## config.mk

```make
export PLATFORM = sky130hd
export DESIGN_NAME = exe_mem_pipe_reg
export DESIGN_NICKNAME = d
export VERILOG_FILES = /design/src/rtl/exe_mem_pipe_reg.sv
export SDC_FILE = /design/constraint.sdc
export NUM_CORES = 1
export LEC_CHECK = 0
export ABC_AREA = 0
export CAP_MARGIN = 30
export CELL_PAD_IN_SITES_DETAIL_PLACEMENT = 0
export CELL_PAD_IN_SITES_GLOBAL_PLACEMENT = 1
export CORE_MARGIN = 2
export CORE_UTILIZATION = 26
export CTS_CLUSTER_SIZE = 24
export DETAILED_ROUTE_END_ITERATION = 16
export PLACE_DENSITY_LB_ADDON = 0.2
export SYNTH_ARGS = -nofsm -noshare
export SYNTH_HDL_FRONTEND = slang
export SYNTH_SLANG_ARGS = --single-unit
```

## constraint.sdc

```tcl
create_clock -name clk -period 1.2 [get_ports clk]
set_input_delay 0.24 -clock clk [delete_from_list [all_inputs] [get_ports clk]]
set_output_delay 0.24 -clock clk [all_outputs]
set_load 0.02 [all_outputs]
```

## src/rtl/exe_mem_pipe_reg.sv

```systemverilog
// EX/MEM pipeline register for the N-wide in-order core: per-lane valid/control
// qualification, squash of lanes younger than the oldest taken branch, stall and flush.
module exe_mem_pipe_reg #(
  parameter int LANES    = 2,
  parameter int D_WIDTH  = 32,
  parameter int WA_WIDTH = 4
) (
  input  logic                        clk,
  input  logic                        rst,
  input  logic                        i_stall,
  input  logic                        i_flush,
  input  logic [LANES-1:0]            i_valid,
  input  logic [LANES-1:0]            i_PCSrc,
  input  logic [LANES-1:0]            i_RegWrite,
  input  logic [LANES-1:0]            i_MemtoReg,
  input  logic [LANES-1:0]            i_MemWrite,
  input  logic [LANES*D_WIDTH-1:0]    i_ALUResultE,
  input  logic [LANES*D_WIDTH-1:0]    i_WriteDataE,
  input  logic [LANES*WA_WIDTH-1:0]   i_WAE,
  output logic [LANES-1:0]            o_validM,
  output logic [LANES-1:0]            o_PCSrcM,
  output logic [LANES-1:0]            o_RegWriteM,
  output logic [LANES-1:0]            o_MemtoRegM,
  output logic [LANES-1:0]            o_MemWriteM,
  output logic [LANES*D_WIDTH-1:0]    o_ALUResultM,
  output logic [LANES*D_WIDTH-1:0]    o_WriteDataM,
  output logic [LANES*WA_WIDTH-1:0]   o_WAM,
  output logic                        o_redirectM,
  output logic [2:0]                  o_redirect_laneM
);

  logic [LANES-1:0] taken_p0;
  logic [LANES-1:0] keep_p0;
  logic [LANES-1:0] vld_p0;
  logic             redir_p0;
  logic [2:0]       lane_p0;

  assign taken_p0 = i_valid & i_PCSrc;

  // Stage p0: find the oldest taken branch; every younger lane is dropped.
  always_comb begin
    keep_p0  = '1;
    redir_p0 = 1'b0;
    lane_p0  = '0;
    for (int k = 0; k < LANES; k++) begin
      if (redir_p0) begin
        keep_p0[k] = 1'b0;
      end else if (taken_p0[k]) begin
        redir_p0 = 1'b1;
        lane_p0  = 3'(k);
      end
    end
  end

  assign vld_p0 = i_valid & keep_p0;

  logic [LANES-1:0]          vld_p1;
  logic [LANES-1:0]          pcsrc_p1;
  logic [LANES-1:0]          regwrite_p1;
  logic [LANES-1:0]          memtoreg_p1;
  logic [LANES-1:0]          memwrite_p1;
  logic                      redir_p1;
  logic [2:0]                lane_p1;
  logic [LANES*D_WIDTH-1:0]  alu_p1;
  logic [LANES*D_WIDTH-1:0]  wdata_p1;
  logic [LANES*WA_WIDTH-1:0] wa_p1;

  // Stage p1: control clears on flush (even while stalled), holds on stall.
  always_ff @(posedge clk) begin
    if (rst || i_flush) begin
      vld_p1      <= '0;
      pcsrc_p1    <= '0;
      regwrite_p1 <= '0;
      memtoreg_p1 <= '0;
      memwrite_p1 <= '0;
      redir_p1    <= 1'b0;
      lane_p1     <= '0;
    end else if (!i_stall) begin
      vld_p1      <= vld_p0;
      pcsrc_p1    <= i_PCSrc    & vld_p0;
      regwrite_p1 <= i_RegWrite & vld_p0;
      memtoreg_p1 <= i_MemtoReg & vld_p0;
      memwrite_p1 <= i_MemWrite & vld_p0;
      redir_p1    <= redir_p0;
      lane_p1     <= lane_p0;
    end
  end

  // Data is not qualified by valid; it only freezes on stall or flush.
  always_ff @(posedge clk) begin
    if (rst) begin
      alu_p1   <= '0;
      wdata_p1 <= '0;
      wa_p1    <= '0;
    end else if (!i_stall && !i_flush) begin
      alu_p1   <= i_ALUResultE;
      wdata_p1 <= i_WriteDataE;
      wa_p1    <= i_WAE;
    end
  end

  assign o_validM         = vld_p1;
  assign o_PCSrcM         = pcsrc_p1;
  assign o_RegWriteM      = regwrite_p1;
  assign o_MemtoRegM      = memtoreg_p1;
  assign o_MemWriteM      = memwrite_p1;
  assign o_ALUResultM     = alu_p1;
  assign o_WriteDataM     = wdata_p1;
  assign o_WAM            = wa_p1;
  assign o_redirectM      = redir_p1;
  assign o_redirect_laneM = lane_p1;

endmodule

```

==> flow_summary_export.csv <==
group,metric,value,unit
status,outcome,"completed",
pwr,power_density,1480,nW/um^2
die,core.rowCount,51,
logic_synthesis,synth_ff_type,"dfxtp_1",
logic_synthesis,ys_seq_area_frac,0.568,
logic_synthesis,yosys-top-cells-count,"nand2_1 (265), dfxtp_1 (148), a21oi_1 (129), buf_2 (26), clkbuf_1 (12)",
sta,skew,0,ns
global_route,antenna_found_initial,0,
pwr,p_leak,3.69,nW
worst_setup_path,end_kind,"output port",
routing,wl,18.2,mm
routing,drc_errors,0,
global_route,gr-total-overflow,0,
worst_setup_path,path_max_fanout,2,
placement,dp_worst_setup_slack,-0.418,ns
logic_synthesis,yosysTopAreaCellShare,0.568,
die,core_area,19600,um^2
logic_synthesis,synth_edf_count,0,
layout,fill_cells,2043,
global_route,grt_pass1_vias,4990,
worst_setup_path,start_kind,"flip-flop",
die,die-area,21200,um^2
die,io-pin-count,300,
layout,layout-drive-gt1-share,0.257,
logic_synthesis,synth_most_common_cell,"nand2_1",
routing,viasPerCell,4.24,
clock_network,clockBufferDepth,2,
routing,firstDrtPassIters,4,
logic_synthesis,ys_ff_latch,148,
worst_setup_path,worst-path-buf-inv,1,
hold_path,hp-class,"input port to flip-flop",
pwr,ir_drop,0.000995,V
sta,min_period,1.16,ns
placement,dp_hpwl,12.5,mm
logic_synthesis,ys_top_cells_by_area,"dfxtp_1 (57%), nand2_1 (19%), a21oi_1 (12%)",
worst_setup_path,worstPathArrival,0.92,ns
global_route,track_usage,0.166,
sta,finalSetupTns,0,ns
clock_network,clk_pin_slew,0.06,ns
clock_network,cts_htree_levels,4,
run,drv_cap,0,
logic_synthesis,postSynth.asyncResetShare,0,
global_route,grt_pass1_wl,27.8,mm
sta,setup_viol,0,
worst_setup_path,worstPathRequired,0.96,ns
worst_setup_path,cpMaxStageDelayCell,"dfxtp_1",
sta,final_hold_viol_count,0,
logic_synthesis,yosysUniqueCellTypes,22,
clock_network,numCtsBuffers,17,
routing,avgRoutedWirePerCell,14.9,um
logic_synthesis,yosysTopAreaCell,"dfxtp_1",
routing,drtIter0Drc,195,
clock_network,holdBufCountCts,0,
clock_network,root_buffer,"clkbuf_16",
layout,nets,1090,
worst_setup_path,path_cells,"buf_2",
layout,diodes,0,
routing,vias,5161,
die,dieWidth,146,um
global_route,grt_max_degree,78,
clock_network,clk_latency,0.42,ns
clock_network,cts_tree,"yes",
worst_setup_path,crit_family,"flip-flops",
sta,finalCritPeriodShare,0.967,
placement,gp_congestion,0.725,
worst_setup_path,critPathMaxStageDelay,0.33,ns
clock_network,cts_sinks,148,
sta,fmax,861,MHz
die,die_y,146,um
placement,numPortBuffers,297,
logic_synthesis,synth_cells,636,
sta,fin_ws,0.0390,ns
logic_synthesis,synth_area_per_cell,8.20,um^2
logic_synthesis,synth_area,5210,um^2
sta,final-max-slew-violation-count,0,
logic_synthesis,ys.warnings.count,0,
die,initial_core_util,0.266,
layout,syn_to_final_growth,68.7,%
worst_setup_path,worstSetupPathType,"flip-flop to output port",
routing,drtAntennaViolNets,0,
## kinds of logic (layout without fill, tap and decap cells)
kind of cell           Yosys count  in the layout  synth area share
and+or+nand+nor                288            288             0.217
AOI/OAI and AO/OA              149            149             0.156
DFF                            148            148             0.568
buffers and inverters           50            366            0.0574
other                            1              2          0.000719
## cells in the final DEF, fill, tap and decap left out, types with 2 or more instances in the layout
cell             netlist  layout
conb_1                 1       2
buf_12                 0       6
clkinv_4               0       2
clkdlybuf4s50_1        0     146
a22oi_1                3       3
inv_6                  0       2
buf_4                  5     108
nand3_1                2       2
nand2_1              265     265
dlymetal6s2s_1         0       2
dfxtp_1              148     141
clkbuf_8               0       2
clkbuf_16              0      19
clkbuf_1              12       2
a21oi_1              129     129
nor2_1                 6       6
a21oi_2               10      10
dfxtp_2                0       7
buf_6                  2       6
a22o_1                 5       5
nand2_2               10      10
bufinv_16              0       5
buf_2                 26      62
## what timing repair did
item / 4_1_cts / 5_1_grt
resized for setup: 574 / 97
hold endpoints to repair: 0 / 0
gates cloned: 0 / 2
pin swaps: 1 / 0
buffers inserted: 0 / 4
endpoints found under the setup margin: 143 / 169
## metrics by stage
step	hold WS, ns	cells	utilization	instance area, um^2	power, mW
final	0.337	1218	0.449	8800	13.0
after global routing	0.336	1218	0.449	8800	13.6
after CTS	0.339	1212	0.433	8490	13.1
after detailed placement	0.445	1180	0.435	8520	7.22
after global placement	0.440	1180	0.435	8520	7.22
after floorplan	0.373	637	-	5220	6.11
## worst min-delay path, stage by stage
cell            delay [ns]
dlymetal6s2s_1        0.18
buf_4                 0.17
nand2_1               0.05
a21oi_1               0.05
## layout make-up
cell class	count	area, um^2	area share
Clock buffer	21	460	0.0523
Tap cell	265	332	0.0377
Timing Repair Buffer	333	2870	0.327
Inverter	1	3.75	0.000427
Clock inverter	11	198	0.0225
Sequential cell	148	2970	0.338
Multi-Input combinational cell	439	1960	0.223
## routing by layer
layer  vias to the layer above  global-route usage  routed length, um
li1                       2648                   -                  -
met3                        16              0.0777               1730
met2                       207               0.255               8140
met5                         -                   0                  0
met1                      2290               0.205               8020
met4                         0              0.0539                281
## flip-flops by register name, summed over array words and instances, names as in the netlist
| register | cells |
|---|---|
| o_redirect_laneM | 1 |
| o_WriteDataM | 64 |
| o_validM | 2 |
| o_MemtoRegM | 2 |
| o_RegWriteM | 2 |
| o_MemWriteM | 2 |
| o_ALUResultM | 64 |
| o_redirectM | 1 |
| o_PCSrcM | 2 |
| o_WAM | 8 |
## path summary, 6_finish.rpt
path | cells after the start | start | slack (ns) | end
setup / recovery | 1 | o_redirect_laneM[0] | 0.04 | o_redirect_laneM[0]
hold / removal | 4 | i_stall | 0.34 | o_validM[1]
setup reg to reg | 3 | o_ALUResultM[50] | 0.53 | o_ALUResultM[50]
hold reg to reg | 2 | o_WriteDataM[5] | 0.45 | o_WriteDataM[5]
## where the power goes
group | total [mW] | switching, mW | internal, mW
Sequential | 5.24 | 0.104 | 5.13
Combinational | 1.77 | 0.873 | 0.901
Clock | 5.99 | 2.17 | 3.82
Total | 13.0 | 3.15 | 9.86
(Power assumes the default switching activity.)
